`config.mk`:
```
export PLATFORM = sky130hd
export DESIGN_NAME = rr_decode_arbiter
export DESIGN_NICKNAME = d
export VERILOG_FILES = /design/src/rtl/rr_decode_arbiter.sv
export SDC_FILE = /design/constraint.sdc
export NUM_CORES = 1
export LEC_CHECK = 0
export BUFFER_PORTS_ARGS = -buffer_cell sky130_fd_sc_hd__buf_2
export CAP_MARGIN = 20
export CORE_MARGIN = 10
export CORE_UTILIZATION = 40
export DETAILED_ROUTE_END_ITERATION = 8
export PLACE_DENSITY_LB_ADDON = 0.12
export SLEW_MARGIN = 20
export SYNTH_ARGS = -nofsm -noshare
export SYNTH_HDL_FRONTEND = slang
export SYNTH_SLANG_ARGS = --single-unit
```
`constraint.sdc`:
```
create_clock -name clk -period 2.55 [get_ports clk]
set_input_delay 0 -clock clk [delete_from_list [all_inputs] [get_ports clk]]
set_output_delay 0 -clock clk [all_outputs]
set_load 0.01 [all_outputs]
```
`src/rtl/rr_decode_arbiter.sv`:
```
// Round-robin arbiter for 8 requesters with a hold-limited grant.
// The registered owner index steers the shared datapath mux and is decoded to a one-hot grant.
module rr_decode_arbiter #(
  parameter int MAX_HOLD = 16,
  parameter int CNT_W    = 5
) (
  input  logic       clk,
  input  logic       rst,
  input  logic [7:0] req,
  input  logic       done,
  output logic [7:0] grant,
  output logic [2:0] grant_idx,
  output logic       busy,
  output logic       timeout
);

  typedef enum logic {S_IDLE, S_BUSY} state_t;

  localparam logic [CNT_W-1:0] HOLD_LAST = CNT_W'(MAX_HOLD - 1);

  state_t           r_state;
  logic [2:0]       r_idx;
  logic [2:0]       r_ptr;
  logic             r_busy;
  logic             r_timeout;
  logic [CNT_W-1:0] r_hold_cnt;
  logic [2:0]       w_winner;

  // Scans from ptr+7 down to ptr so the last hit is the first set bit in search order.
  function automatic logic [2:0] f_pick(input logic [7:0] req_v, input logic [2:0] ptr_v);
    logic [2:0] pick;
    logic [2:0] k;
    pick = ptr_v;
    for (int i = 7; i >= 0; i--) begin
      k = ptr_v + i[2:0];
      if (req_v[k]) pick = k;
    end
    return pick;
  endfunction

  assign w_winner = f_pick(req, r_ptr);

  always_ff @(posedge clk) begin
    if (rst) begin
      r_state    <= S_IDLE;
      r_idx      <= 3'd0;
      r_ptr      <= 3'd0;
      r_busy     <= 1'b0;
      r_timeout  <= 1'b0;
      r_hold_cnt <= '0;
    end else begin
      r_timeout <= 1'b0;
      case (r_state)
        S_IDLE: begin
          if (req != 8'h00) begin
            r_state    <= S_BUSY;
            r_idx      <= w_winner;
            r_busy     <= 1'b1;
            r_hold_cnt <= '0;
          end
        end
        S_BUSY: begin
          r_hold_cnt <= r_hold_cnt + 1'b1;
          // done outranks the hold limit, so a done on the last hold cycle is a clean release.
          if (done || !req[r_idx]) begin
            r_state <= S_IDLE;
            r_busy  <= 1'b0;
            r_ptr   <= r_idx + 3'd1;
          end else if (r_hold_cnt == HOLD_LAST) begin
            r_state   <= S_IDLE;
            r_busy    <= 1'b0;
            r_ptr     <= r_idx + 3'd1;
            r_timeout <= 1'b1;
          end
        end
        default: r_state <= S_IDLE;
      endcase
    end
  end

  assign grant     = r_busy ? (8'b0000_0001 << r_idx) : 8'h00;
  assign grant_idx = r_idx;
  assign busy      = r_busy;
  assign timeout   = r_timeout;

endmodule

```
==> run summary <==
Antenna diodes = 0
status = completed
Core ar. = 4030 um2
clock skew = 3.22 ps
Die Span Y = 84.8 um
complex-gate fraction of the synthesized area = 16.5%
clk slew on worst S/H paths = 60 ps
Final Hold Fails = 0
max-cap violations = 0
H-tree depth = 1
cell area after synthesis = 1680 um2
XOR/XNOR Fraction of Synth Area = 2.08%
Synth Flop Type = dfxtp_1
Util after Layout = 47.7%
R2R depth = 7
achievable clock frequency = 420 MHz
P_leak = 0.796 nW
Syn Area/Cell = 8.57 um2
reg-to-reg setup timing slack = 170 ps
WHS Path Cells = 3
DRT Wirelength = 4600 um
yosys warns = 0
Reg-to-Reg Start = r_ptr[1]
Synth Register Bits = 14
Critical Path RT = 2680 ps
Rows = 23
Die X = 84.8 um
NumNets Final = 239
Tot GR Track Use = 12.9%
Synth cell types = 45
number of global-route vias before repair = 1614
mux cell area share after synthesis = 29.3%
area grow syn2layout = 14.4%
Slew Limit Headroom = 49.5%
CTS root buf = clkbuf_8
Simple-Gate Fraction of Synth Area = 21.7%
unrepaired setup endpoints after global routing = no
largest net degree at the start of global routing = 21
drt initial violations = 145
clock buffer depth = 2
Initial Utilization = 41.7%
crit path DAT = 2510 ps
HP Start = done
buffers added on ports = 23
CP top delay family = multiplexers
initial antenna violation count = 0
Final setup viols = 0
Final ANT Viol Nets = 0
Storage cell area = 280 um2
Cells after Synth = 196
drt pass-1 iters = 4
peak supply drop = 0.464 mV
Vias per Instance = 6.12
crit path launch type = flop
# resized after CTS = 0
adder-cell share of the synthesized area = 7.45%
DRC violations left = 0
post-route setup TNS = 0 ps
hold path endpoint = timeout
Clock Latency Late Sink = 240 ps
multi-input logic area = 1310 um2
Placer Congestion = 0.909
Post-CTS Hold Fix Bufs = 0
# Post-CTS Setup Buffers = 0
cells along the critical path = inv_1, ha_4, mux4_2, mux2_4, o32a_1, o211ai_2, mux2_1
first-pass GRT wire length = 8070 um
layout cells sized above 1 = 27.6%
endpoint type of the worst setup path = flop
dpl hpwl = 3450 um
max incr delay on CP = 390 ps
Period Utilization, post-route = 93.3%
drt wl/cell = 17.2 um
critical path peak fanout = 15
Slew Limit Fails = 0
measured slew at the worst slew-check pin = 757 ps
DIE AREA = 7190 um2
CP bufs+invs = 1
# IOs = 24
Vias = 1635
async set-reset flop share out of synthesis = 0%
Layout fillers = 392
sequential area share after synthesis = 16.7%
post-route minimum period = 2380 ps
reg2reg end = grant_idx[0]
EDFF count, synth = 0
largest family of logic cells by synthesized area = multiplexers
CP Class = flop to flop
Hold Path Class = input pin to flop
post-synth net total = 217
worst-path cell with the longest stage delay = ha_4
clk sinks = 14
Power Density = 799 nW/um2
CTS tree = yes
TritonCTS Buffers = 3
global route overflow = 0
worst min-delay path: cells and delay by family:
kind,cells,cell delay [ps]
AOI/OAI and AO/OA,1,100
buffers and inverters,1,80
and+or+nand+nor,1,50
state kept, by name, summed over array words and instances (netlist names):
register	count
r_hold_cnt	5
r_ptr	3
r_state	1
grant_idx	3
timeout	1
busy	1
power breakdown:
| group | internal [W] | switching [W] |
|---|---|---|
| Combinational | 0.000483 | 0.000524 |
| Clock | 0.000137 | 0.0000799 |
| Sequential | 0.000252 | 0.0000607 |
| Total | 0.000872 | 0.000664 |
worst max-delay path by stage:
stage / from / to / slack (ps) / depth (start not counted)
after CTS: r_ptr[1] / grant_idx[0] / 180 / 7
after floorplan: r_ptr[1] / grant_idx[0] / 4 / 9
after detailed placement: r_ptr[1] / grant_idx[0] / 190 / 7
final: r_ptr[1] / grant_idx[0] / 170 / 7
after global routing: r_ptr[0] / grant_idx[1] / 80 / 8
after global placement: r_ptr[1] / grant_idx[0] / 230 / 7
cell usage in the layout, fill, tap and decap left out, types with 5 or more instances in the layout:
cell	Yosys	layout
inv_1	10	9
dfxtp_1	14	14
nor2_1	17	17
nor2b_1	8	8
mux4_2	14	14
and3_1	5	5
mux2i_1	11	11
a21oi_1	9	9
buf_2	5	23
and2_1	5	5
nand2_1	20	20
ha_1	10	9
buf_4	0	8
o21ai_0	6	6
through the flow:
| step | total power (W) | worst slack [ps] | instance area, um2 | hold slack [ps] | std cells |
|---|---|---|---|---|---|
| 2_1_floorplan | 0.00110 | 4.35 | 1720 | 170 | 196 |
| 3_5_place_dp | 0.00131 | 193 | 1870 | 291 | 263 |
| 3_3_place_gp | 0.00130 | 233 | 1870 | 290 | 263 |
| 4_1_cts | 0.00154 | 180 | 1920 | 34.4 | 267 |
| 6_report | 0.00154 | 172 | 1920 | 38.7 | 267 |
| 5_1_grt | 0.00167 | 80.2 | 1920 | 33.5 | 267 |
metal layers:
layer	vias up	global-route usage, %	wire (um)
met1	783	17.1	2080
met2	70	20.0	2080
met4	0	3.74	80
met5	-	0	0
li1	774	-	-
met3	8	3.35	360
Yosys cell counts, types with 6 or more instances:
cell type,n,area share [%]
nor2b_1,8,3.0
o21ai_0,6,1.8
mux4_2,14,19
dfxtp_1,14,17
a21oi_1,9,2.7
inv_1,10,2.2
nand2_1,20,4.5
ha_1,10,7.4
nor2_1,17,3.8
clkbuf_1,8,1.8
mux2i_1,11,6.6
cell type report:
type	instances	share of cell area [%]
clock buffers	4	2.86
well taps	50	3.25
repair buffers	31	9.11
flip-flops and latches	14	14.6
multi-input cells	158	68.3
inverters	10	1.95
logic make-up (layout without fill, tap and decap cells):
kind of cell,Yosys count,in the layout
AND/OR/NAND/NOR,73,73
AO/OA/AOI/OAI,40,40
multiplexers,31,31
buffers and inverters,24,45
flip-flops,14,14
adder cells (fa/ha/maj),10,10
XOR/XNOR,4,4
Power figures use the tool's default switching activity.
